--- src/rtl/serial_pattern_tx.sv ---
// serial_pattern_tx
//   Parallel-to-serial pattern transmitter. Words arrive over a valid/ready
//   handshake into a one-word holding register and are shifted out LSB-first.
//   Each frame is followed by a one-cycle frame_done strobe and an optional
//   idle gap. Every output is driven straight from a flop.
//
// Ports
//   clock        system clock, all logic on the rising edge
//   reset        synchronous, active-high
//   load_data    frame word, bit 0 transmitted first
//   load_valid   producer offers load_data
//   load_ready   holding register empty (word taken on valid & ready)
//   serial_out   serial bit stream
//   bit_valid    serial_out carries a frame bit
//   frame_start  pulse coincident with bit 0
//   frame_done   pulse in the cycle after the last bit
//   busy         transmitter active or a word is waiting
//   frames_sent  completed-frame count, wraps modulo 2^CNT_W
module serial_pattern_tx #(
  parameter int DATA_WIDTH = 32,
  parameter int GAP_CYCLES = 10,
  parameter int CNT_W      = 16
) (
  input  logic                  clock,
  input  logic                  reset,
  input  logic [DATA_WIDTH-1:0] load_data,
  input  logic                  load_valid,
  output logic                  load_ready,
  output logic                  serial_out,
  output logic                  bit_valid,
  output logic                  frame_start,
  output logic                  frame_done,
  output logic                  busy,
  output logic [CNT_W-1:0]      frames_sent
);

  localparam int BIT_W = (DATA_WIDTH > 1) ? $clog2(DATA_WIDTH) : 1;
  localparam int GAP_W = (GAP_CYCLES > 1) ? $clog2(GAP_CYCLES) : 1;
  localparam logic [BIT_W-1:0] LAST_BIT = BIT_W'(DATA_WIDTH - 1);
  localparam logic [GAP_W-1:0] GAP_LAST = (GAP_CYCLES > 0) ? GAP_W'(GAP_CYCLES - 1) : '0;

  typedef enum logic [1:0] {IDLE, SHIFT, DONE, GAP} state_t;

  state_t                state_q, state_d;
  logic [DATA_WIDTH-1:0] hold_q, hold_d;
  logic                  hold_full_q, hold_full_d;
  logic [DATA_WIDTH-1:0] shreg_q, shreg_d;
  logic [BIT_W-1:0]      bit_cnt_q, bit_cnt_d;
  logic [GAP_W-1:0]      gap_cnt_q, gap_cnt_d;
  logic                  load_ready_q, load_ready_d;
  logic                  serial_q, serial_d;
  logic                  bit_valid_q, bit_valid_d;
  logic                  frame_start_q, frame_start_d;
  logic                  frame_done_q, frame_done_d;
  logic                  busy_q, busy_d;
  logic [CNT_W-1:0]      frames_q, frames_d;
  logic                  accept;

  always_comb begin
    state_d       = state_q;
    hold_d        = hold_q;
    hold_full_d   = hold_full_q;
    shreg_d       = shreg_q;
    bit_cnt_d     = bit_cnt_q;
    gap_cnt_d     = gap_cnt_q;
    serial_d      = 1'b0;
    bit_valid_d   = 1'b0;
    frame_start_d = 1'b0;
    frame_done_d  = 1'b0;
    frames_d      = frames_q;

    // Accept only into an empty holding register; the IDLE drain below only
    // fires when it is full, so the two never touch hold_full in one cycle.
    accept = load_valid && !hold_full_q;
    if (accept) begin
      hold_d      = load_data;
      hold_full_d = 1'b1;
    end

    case (state_q)
      IDLE: begin
        if (hold_full_q) begin
          // Bit 0 goes straight to the output flop, so the shift register
          // keeps only the bits still to be sent.
          state_d       = SHIFT;
          shreg_d       = hold_q >> 1;
          serial_d      = hold_q[0];
          bit_valid_d   = 1'b1;
          frame_start_d = 1'b1;
          bit_cnt_d     = '0;
          hold_full_d   = 1'b0;
        end
      end
      SHIFT: begin
        // bit_cnt_q is the index of the bit currently on serial_out.
        if (bit_cnt_q == LAST_BIT) begin
          state_d      = DONE;
          frame_done_d = 1'b1;
          frames_d     = frames_q + 1'b1;
        end else begin
          serial_d    = shreg_q[0];
          bit_valid_d = 1'b1;
          shreg_d     = shreg_q >> 1;
          bit_cnt_d   = bit_cnt_q + 1'b1;
        end
      end
      DONE: begin
        bit_cnt_d = '0;
        gap_cnt_d = '0;
        state_d   = (GAP_CYCLES > 0) ? GAP : IDLE;
      end
      GAP: begin
        if (gap_cnt_q == GAP_LAST) state_d = IDLE;
        else                       gap_cnt_d = gap_cnt_q + 1'b1;
      end
      default: state_d = IDLE;
    endcase

    load_ready_d = ~hold_full_d;
    busy_d       = (state_d != IDLE) || hold_full_d;
  end

  always_ff @(posedge clock) begin
    if (reset) begin
      state_q       <= IDLE;
      hold_full_q   <= 1'b0;
      shreg_q       <= '0;
      bit_cnt_q     <= '0;
      gap_cnt_q     <= '0;
      load_ready_q  <= 1'b1;
      serial_q      <= 1'b0;
      bit_valid_q   <= 1'b0;
      frame_start_q <= 1'b0;
      frame_done_q  <= 1'b0;
      busy_q        <= 1'b0;
      frames_q      <= '0;
    end else begin
      state_q       <= state_d;
      hold_full_q   <= hold_full_d;
      shreg_q       <= shreg_d;
      bit_cnt_q     <= bit_cnt_d;
      gap_cnt_q     <= gap_cnt_d;
      load_ready_q  <= load_ready_d;
      serial_q      <= serial_d;
      bit_valid_q   <= bit_valid_d;
      frame_start_q <= frame_start_d;
      frame_done_q  <= frame_done_d;
      busy_q        <= busy_d;
      frames_q      <= frames_d;
    end
  end

  // Holding data needs no reset: hold_full_q alone says whether it is live.
  always_ff @(posedge clock) begin
    hold_q <= hold_d;
  end

  assign load_ready  = load_ready_q;
  assign serial_out  = serial_q;
  assign bit_valid   = bit_valid_q;
  assign frame_start = frame_start_q;
  assign frame_done  = frame_done_q;
  assign busy        = busy_q;
  assign frames_sent = frames_q;

endmodule

--- config.mk ---
export PLATFORM = sky130hd
export DESIGN_NAME = serial_pattern_tx
export DESIGN_NICKNAME = d
export VERILOG_FILES = /design/src/rtl/serial_pattern_tx.sv
export SDC_FILE = /design/constraint.sdc
export NUM_CORES = 1
export LEC_CHECK = 0
export ABC_AREA = 1
export BUFFER_PORTS_ARGS = -buffer_cell sky130_fd_sc_hd__buf_2
export CAP_MARGIN = 25
export CORE_MARGIN = 1
export CORE_UTILIZATION = 61
export DETAILED_ROUTE_END_ITERATION = 8
export PLACE_DENSITY_LB_ADDON = 0.15
export SETUP_SLACK_MARGIN = 0.3
export SLEW_MARGIN = 0
export SYNTH_ARGS = -nofsm -noshare
export SYNTH_HDL_FRONTEND = slang
export SYNTH_SLANG_ARGS = --single-unit
--- constraint.sdc ---
create_clock -name clock -period 5 [get_ports clock]
set_clock_uncertainty 0.05 [all_clocks]
set_input_delay 0.5 -clock clock [delete_from_list [all_inputs] [get_ports clock]]
set_output_delay 0.5 -clock clock [all_outputs]
set_load 0.05 [all_outputs]
[Word-level counts from Yosys, hierarchy flattened]
Cells that the tools add are included.
Word-level totals
  flip-flop bits (word level): 98
  bits of input ports: 35
  word-level logic and storage cells: 63
Cells by class
  $add $sub $neg: 3
  equality and inequality tests: 8
  muxes and demuxes: 22
  bitwise gates (word level): 3
  reduce and logical (&&, ||, !) cells: 14
Operators with widths (number)
  $mux W32: 2
  $pmux W32 S2: 1
  $add A16 B1 Y16 const B: 1
  $pmux W5 S3: 1
  $mux W5: 2
  $mux W1: 8
  $pmux W2 S4: 1
  $pmux W4 S2: 1
  $mux W2: 3
  $ne A2 B2 Y1 const B: 3
  $reduce_and A3 Y1: 2
  $reduce_bool A2 Y1: 3
  $add A5 B1 Y5 const B: 1
  $eq A5 B5 Y1 const B: 1
  $add A4 B1 Y4 const B: 1
  $eq A2 B2 Y1 const B: 2
  $eq A4 B4 Y1 const B: 1
  $mux W4: 1
  $pmux W1 S2: 2
  $reduce_and A2 Y1: 2
  $reduce_or A2 Y1: 2
  $not A1 Y1: 3
  $reduce_bool A3 Y1: 1
  $eq A2 B1 Y1 const B: 1
  4 further kinds: 4

[Logic depth before layout (Yosys ltp)]
Gate-level depths: netlist (run 1).
  depth after elaboration: 6
  mapped depth: 11

[Least setup slack after synthesis (run 1)]
No wires, ideal clock.
  kind: input-to-reg
  from: in load_valid
  to: reg hold_q[0], enable pin
  setup time: 422 ps
  data arrival time: 1889 ps
  data required time: 4528 ps
  setup slack: 2639 ps
  stages: 2
  buffers on the path: 0
  cells stage by stage: inv_1 > nor2_1
On the way
  word-level cells in the longest chain between the ends: 1
RTL lines
  start: declaration: RTL line 27  | input logic load_valid,
  $logic_and A1 B1 Y1: RTL line 74  | accept = load_valid && !hold_full_q;
  named net accept: RTL line 57  | logic accept;
  end signal: assignment: RTL line 155  | hold_q <= hold_d;
  end: declaration: RTL line 45  | logic [DATA_WIDTH-1:0] hold_q, hold_d;
The timed path passes the listed nets, and every way through them passes these cells.
A chain may end at the register's enable or synchronous reset.

[Final worst setup path (run 1)]
  from: reg state_q[1]
  to: reg shreg_q[1]
On the way
  word-level cells in the longest chain between the ends: 3
  elaborated cells on any way between the ends: 7
  classes of those cells: eq/ne (3); mux (1); reduce/logical (3)
RTL lines
  start: declaration: RTL line 44  | state_t state_q, state_d;
  start signal: assignment: RTL line 138  | state_q <= state_d;
  $eq A2 B1 Y1 / $logic_not A2 Y1 (equally long branches): RTL line 80  | case (state_q)
  $ne A2 B2 Y1 (no source line) / $reduce_bool A2 Y1 (equally long branches)
  $reduce_and A3 Y1 (no source line)
  end signal: assignment: RTL line 140  | shreg_q <= shreg_d;
  end: declaration: RTL line 47  | logic [DATA_WIDTH-1:0] shreg_q, shreg_d;
Several ways; a longest one is shown, not always the timed one.

==> insert_results.sql, run 1 <==
INSERT INTO impl_metrics (metric_group, metric, value, unit) VALUES
('sta', 'max_clock_freq', '0.4154', 'GHz'),
('power_and_ir_drop', 'max-vdd-ir-drop', '270.0', 'uV'),
('cts', 'clock_latency', '0.36', 'ns'),
('cts', 'cts.clk_slew.worst_paths', '0.09', 'ns'),
('sta', 'timing.final.max_slew_violations', '0', ''),
('logic_synthesis', 'post_synth_num_cell_types', '39', ''),
('sta', 'timing_worst_slew_pin_value', '0.9115', 'ns'),
('floorplan', 'die_x', '83.42', 'um'),
('routing', 'drt_pass1_iterations', '4', ''),
('cts', 'cts_root_buf', 'clkbuf_8', ''),
('floorplan', 'fp.dieArea', '6959', 'um^2'),
('flow_run', 'timing.max_cap.violations', '0', ''),
('cts', 'max-clock-path-buffers', '2', ''),
('logic_synthesis', 'ys_ff_latch', '97', ''),
('worst_hold_path', 'min-delay-start', 'load_data[18]', ''),
('finish', 'layout-drive-gt1-share', '20.80', '%'),
('logic_synthesis', 'syn-cell-area', '4044', 'um^2'),
('logic_synthesis', 'most_numerous_cell_types_in_the_synthesized_netlist', 'nand2_1 (72), dfxtp_1 (65), inv_1 (62)', ''),
('worst_setup_path', 'rrSetupSlack', '2.59', 'ns'),
('worst_setup_path', 'crit_chain', 'inv_2 > nand2_4 > nor2_4 > nor2_8 > o21ai_0 > a21oi_1', ''),
('sta', 'rsz0062_at_grt', 'false', ''),
('finish', 'layoutNonFillerInstCount', '577', ''),
('worst_setup_path', 'timing.rr.end', 'shreg_q[1]', ''),
('worst_hold_path', 'hold_endpoint', 'hold_q[18]', ''),
('worst_setup_path', 'crit_fanout', '64', ''),
('sta', 'maxSlewHeadroom', '39.23', '%'),
('floorplan', 'fp.coreArea', '6386', 'um^2'),
('logic_synthesis', 'async_flop_share', '0', '%'),
('place', 'numPlacedInstances', '561', ''),
('worst_setup_path', 'worst_r2r_path_depth', '6', ''),
('logic_synthesis', 'synth_most_common_cell', 'nand2_1', ''),
('floorplan', 'dieHeight', '83.42', 'um'),
('finish', 'combined_area_of_the_multi_input_logic_cells', '1420', 'um^2'),
('worst_setup_path', 'rr_startpoint', 'state_q[1]', ''),
('cts', 'cts.hold.buffers_added', '0', ''),
('cts', 'cts_buffers', '9', ''),
('run_status', 'status', 'finished clean', ''),
('finish', 'diodes', '0', ''),
('global_route', 'grt_max_degree', '65', ''),
('place', 'hpwl', '4479', 'um'),
('routing', 'vias_per_cell', '5.184', ''),
('logic_synthesis', 'synth.largest_area_cell', 'dfxtp_1', ''),
('cts', 'tritoncts', 'yes', ''),
('worst_setup_path', 'critPathCaptureType', 'register', ''),
('sta', 'hold_viol', '0', ''),
('logic_synthesis', 'seq_area_frac_synth', '55.94', '%'),
('logic_synthesis', 'synth_top_area_share', '32.18', '%'),
('finish', 'fillCellCount', '493', ''),
('routing', 'drt_drc_violations_left', '0', ''),
('worst_setup_path', 'cp-start-kind', 'register', ''),
('sta', 'timing.setup.tns', '0', 'ns'),
('finish', 'flow.area_growth_from_synthesis', '11.20', '%'),
('logic_synthesis', 'postSynthNetCount', '486', ''),
('place', 'routability_cong', '0.8318', ''),
('routing', 'final_antenna_net_count', '0', ''),
('power_and_ir_drop', 'p_leak', '1.863', 'nW'),
('sta', 'fin_crit_sh', '48.14', '%'),
('sta', 'timing.final.setup_violations', '0', ''),
('worst_hold_path', 'min-delay-path-class', 'input pin to register', ''),
('logic_synthesis', 'synth.top_cells.by_area', 'dfxtp_1 (32%), edfxtp_1 (24%), nand2_1 (6.7%)', ''),
('global_route', 'grtUsageTotal', '20.54', '%'),
('cts', 'cts_setup_buffers', '0', ''),
('logic_synthesis', 'yosys_warnings', '0', ''),
('cts', 'clock-sinks', '97', ''),
('logic_synthesis', 'postSynthCellCount', '446', ''),
('worst_setup_path', 'worst-endpoint-arrival', '2.64', 'ns'),
('routing', 'post_drt_wl_per_cell', '11.59', 'um'),
('floorplan', 'boundaryPins', '57', ''),
('logic_synthesis', 'synthFlopType', 'dfxtp_1', ''),
('routing', 'wl_final', '6687', 'um'),
('worst_setup_path', 'path_class', 'register to register', '');
-- stage by stage --
step | hold WS, ns | worst slack [ns] | power, W | area, um^2
floorplan | 0.3693 | 2.639 | 0.001097 | 4044
global route | 0.2376 | 2.370 | 0.001628 | 4497
CTS | 0.2428 | 2.596 | 0.001570 | 4497
detailed placement | 0.3928 | 2.640 | 0.001132 | 4330
global placement | 0.3890 | 2.711 | 0.001121 | 4303
finish | 0.2587 | 2.593 | 0.001556 | 4497
-- cells by family after synthesis --
group                      share of synthesized area, %
DFF                                               55.94
adders and majority gates                         1.547
buffers and inverters                             9.127
xor gates and xnor gates                         0.6499
and+or+nand+nor                                   15.81
AOI/OAI and AO/OA                                 16.92
-- critical path: cells and delay by family, from the launching register on --
kind | cells | cell delay, ns
and+or+nand+nor | 3 | 1.25
DFF | 1 | 0.54
AOI/OAI and AO/OA | 2 | 0.35
buffers and inverters | 1 | 0.13
-- area by class of cell --
cell class              instances  area share, %
clock buffers                  13          3.311
multi-input cells             265          31.58
flip-flops and latches         97          50.31
repair buffers                 57          6.845
inverters                      65          5.426
well taps                      77          2.142
clock inverters                 3         0.3895
-- report_power, final --
group	internal (W)	switching, W	total [W]
registers	0.000881	0.0000209	0.000902
logic	0.0000673	0.000145	0.000213
clock network	0.000194	0.000248	0.000442
total	0.00114	0.000414	0.00156
-- how the worst max path moves through the flow --
stage | endpoint | startpoint
4_1_cts | shreg_q[1] | state_q[1]
2_1_floorplan | hold_q[0] | load_valid
3_5_place_dp | shreg_q[1] | state_q[1]
6_report | shreg_q[1] | state_q[1]
5_1_grt | shreg_q[2] | state_q[1]
3_3_place_gp | shreg_q[0] | state_q[1]
-- routing by layer --
metal,part of all wire [%],track usage (%),wire length (um),vias to the layer above
li1,-,-,-,1558
met1,48,25.94,3221,1358
met2,46,34.05,3090,64
met3,3.6,4.076,243,11
met4,2.0,9.707,133,0
met5,0,0,0,-
-- placed cells by master, fill, tap and decap left out, types with 2 or more instances in the layout --
cell      count
nand3_1       9
o21ai_0      31
nor2_2        2
dfxtp_1      65
xor2_1        2
nand3b_1      2
inv_2         3
buf_2        56
a21oi_2      17
edfxtp_1     32
a21oi_1      30
ha_1          5
nand4_1       3
inv_1        62
nand2_1      72
nor3_1        3
nor2_4        4
o21ai_1      39
nor3b_2       2
nand2_2       2
clkbuf_8     10
clkbuf_1      3
nor2_1       29
-- flip-flops by register name, summed over array words and instances (netlist names), 2 cells and up --
register / cells
state_q: 2
shreg_q: 31
bit_cnt_q: 5
hold_q: 32
gap_cnt_q: 4
frames_sent: 16
(Power assumes the default switching activity.)
==> run 2, diff against run 1 <==
--- a/config.mk
+++ b/config.mk
@@ -9,7 +9,7 @@
 export BUFFER_PORTS_ARGS = -buffer_cell sky130_fd_sc_hd__buf_2
 export CAP_MARGIN = 25
 export CORE_MARGIN = 1
-export CORE_UTILIZATION = 61
+export CORE_UTILIZATION = 57
 export DETAILED_ROUTE_END_ITERATION = 8
 export PLACE_DENSITY_LB_ADDON = 0.15
 export SETUP_SLACK_MARGIN = 0.3
==> constraint.sdc (replaced) <==
create_clock -name clock -period 2.4 [get_ports clock]
set_clock_uncertainty 0.05 [all_clocks]
set_input_delay 0.24 -clock clock [delete_from_list [all_inputs] [get_ports clock]]
set_output_delay 0.24 -clock clock [all_outputs]
set_load 0.05 [all_outputs]
==> run 2 against run 1 <==
  * Hold slack got worse by 0.24 ns
  * Routed wire length rose by 8.3%
  * Combinational power rose by 140%
==> insert_results.sql, run 2 (synthesized netlist as in run 1, its figures left out) <==
INSERT INTO impl_metrics (metric_group, metric, value, unit) VALUES
('worst_setup_path', 'path_class', 'register to register', ''),
('routing', 'final_antenna_net_count', '0', ''),
('floorplan', 'initial_core_utilization', '59.19', '%'),
('finish', 'nNetsFinal', '573', ''),
('place', 'hpwl', '4660', 'um'),
('worst_setup_path', 'slowest_stage_delay_cp', '0.36', 'ns'),
('cts', 'tritoncts', 'yes', ''),
('cts', 'htree_levels', '3', ''),
('sta', 'rsz0062_at_grt', 'false', ''),
('place', 'dp_worst_setup_slack', '0.4075', 'ns'),
('sta', 'max_clock_freq', '0.5231', 'GHz'),
('floorplan', 'boundaryPins', '57', ''),
('global_route', 'grt_max_degree', '60', ''),
('sta', 'final.setup.worst_slack', '0.4885', 'ns'),
('routing', 'wl_final', '7245', 'um'),
('cts', 'clock_latency', '0.35', 'ns'),
('global_route', 'grtUsageTotal', '21.27', '%'),
('routing', 'drt_drc_violations_left', '0', ''),
('floorplan', 'fp.dieArea', '7436', 'um^2'),
('power_and_ir_drop', 'power-per-cell-area', '696.2', 'nW/um^2'),
('place', 'routability_cong', '0.7840', ''),
('finish', 'fillCellCount', '542', ''),
('cts', 'clock-sinks', '97', ''),
('worst_hold_path', 'min-delay-start', 'load_data[31]', ''),
('finish', 'final_cell_area_excluding_filler_cells', '4910', 'um^2'),
('worst_setup_path', 'data_required_time_of_the_worst_path', '2.64', 'ns'),
('global_route', 'grt_first_pass_wirelength', '12250', 'um'),
('finish', 'diodes', '0', ''),
('worst_setup_path', 'critPathCaptureType', 'register', ''),
('sta', 'fin_crit_sh', '79.65', '%'),
('routing', 'detailedRoute.firstIterationViolations', '200', ''),
('sta', 'timing.setup.tns', '0', 'ns'),
('worst_hold_path', 'min-delay-path-class', 'input pin to register', ''),
('finish', 'largest_reg_flops', '32', ''),
('sta', 'timing_worst_slew_pin_value', '0.5164', 'ns'),
('worst_setup_path', 'critical-path-top-delay-family', 'simple AND/OR/NAND/NOR gates', ''),
('power_and_ir_drop', 'p_leak', '2.032', 'nW'),
('sta', 'min_period', '1.912', 'ns'),
('worst_setup_path', 'critical_path.startpoint', 'bit_cnt_q[0]', ''),
('routing', 'dr_total_vias', '3135', ''),
('place', 'port-buffer-count', '56', ''),
('finish', 'regMostFlops', 'hold_q', ''),
('worst_setup_path', 'crit_fanout', '21', ''),
('routing', 'drt_pass1_iterations', '4', ''),
('floorplan', 'die_x', '86.23', 'um'),
('place', 'numPlacedInstances', '586', ''),
('floorplan', 'fp.coreArea', '6832', 'um^2'),
('sta', 'hold_viol', '0', ''),
('floorplan', 'placement_rows', '30', ''),
('worst_setup_path', 'worst-endpoint-arrival', '2.15', 'ns'),
('worst_setup_path', 'rr_startpoint', 'bit_cnt_q[0]', ''),
('worst_setup_path', 'cp.buffers_inverters', '2', ''),
('finish', 'final_cell_mix', 'nand2_1 (72), dfxtp_1 (65), inv_1 (62)', ''),
('global_route', 'grt_overflow_total', '0', ''),
('flow_run', 'timing.max_cap.violations', '0', ''),
('finish', 'layout.area.seq', '2262', 'um^2'),
('sta', 'maxSlewHeadroom', '65.58', '%'),
('worst_setup_path', 'crit_chain', 'ha_1 > inv_1 > nor3_2 > ha_2 > nor2_4 > nor2_8 > buf_12 > o21ai_1 > a21oi_1', ''),
('power_and_ir_drop', 'max-vdd-ir-drop', '533.8', 'uV'),
('cts', 'cts.clk_slew.worst_paths', '0.09', 'ns'),
('sta', 'timing.final.max_slew_violations', '0', ''),
('cts', 'cts_buffers', '9', ''),
('finish', 'layout-drive-gt1-share', '22.12', '%'),
('finish', 'layoutNonFillerInstCount', '634', ''),
('place', 'post_dp_cell_area', '4399', 'um^2'),
('worst_setup_path', 'cp-start-kind', 'register', ''),
('floorplan', 'dieHeight', '86.23', 'um'),
('finish', 'layout_commonest_cell', 'nand2_1', ''),
('global_route', 'number_of_global_route_vias_before_repair', '2848', ''),
('cts', 'max-clock-path-buffers', '2', ''),
('run_status', 'status', 'finished clean', ''),
('cts', 'cts_root_buf', 'clkbuf_8', ''),
('finish', 'combined_area_of_the_multi_input_logic_cells', '1423', 'um^2'),
('finish', 'flow.area_growth_from_synthesis', '21.41', '%'),
('routing', 'vias_per_cell', '4.945', ''),
('worst_setup_path', 'cp_slowest_cell', 'dfxtp_1', ''),
('global_route', 'grt_antenna_before_repair', '0', ''),
('routing', 'post_drt_wl_per_cell', '11.43', 'um'),
('sta', 'timing.final.setup_violations', '0', '');
## run 2: cell types whose count changed in the layout (fill, tap and decap cells not counted), sizes merged
cell         previous run  this run
dlygate4sd3             0        28
buf                    57        67
clkbuf                 13        10
clkinv                  3         1
clkinvlp                0         2
inv                    65        67
bufinv                  0         1
## run 2: worst register-to-register path, stage by stage, from the launching register on
cell     delay (ns)
dfxtp_1        0.36
ha_1           0.18
inv_1          0.07
nor3_2         0.13
ha_2           0.27
nor2_4         0.07
nor2_8         0.29
buf_12         0.22
o21ai_1        0.08
a21oi_1        0.12
## run 2: cell type report
type                       instances  share of cell area [%]
sequential                        97                   46.08
clock inverter                     6                   1.325
multi-input combinational        265                   28.98
inverter                          65                   4.969
clock buffer                      10                   2.599
timing repair buffer              95                   13.61
tap                               96                   2.446
## run 2: routing by layer
metal | GRT usage (%) | vias up | wire [um] | part of all wire, %
li1 | - | 1638 | - | -
met1 | 26.30 | 1405 | 3299 | 46
met2 | 36.58 | 80 | 3490 | 48
met3 | 3.905 | 12 | 327 | 4.5
met4 | 9.242 | 0 | 127 | 1.8
met5 | 0 | - | 0 | 0
## run 2: final timing paths
path | end | slack (ns) | cells after the start
worst max-delay path | shreg_q[27] | 0.49 | 9
worst min-delay path | hold_q[31] | 0.02 | 1
worst max register to register | shreg_q[27] | 0.49 | 9
worst min register to register | shreg_q[1] | 0.40 | 2
## run 2: report_power, final
part           internal, W  total [W]  switching [W]
clock             0.000485    0.00103       0.000548
sequential         0.00183    0.00188      0.0000407
combinational     0.000194   0.000510       0.000316
total              0.00251    0.00342       0.000904
## run 2: repair_timing
item / 4_1_cts / 5_1_grt
hold buffers: 28 / 0
resized for setup: 0 / 2
hold endpoints to repair: 28 / 0
setup endpoints to repair: 0 / 30
buffers inserted: 0 / 4
## run 2: through the flow
stage	hold WS [ns]	util [%]	total power [W]
final	0.01855	71.87	0.003418
after global routing	0.002608	71.87	0.003581
after CTS	0.0001711	71.32	0.003448
after detailed placement	0.3681	64.40	0.002389
after global placement	0.3664	64.40	0.002374
after floorplan	0.2889	-	0.002285
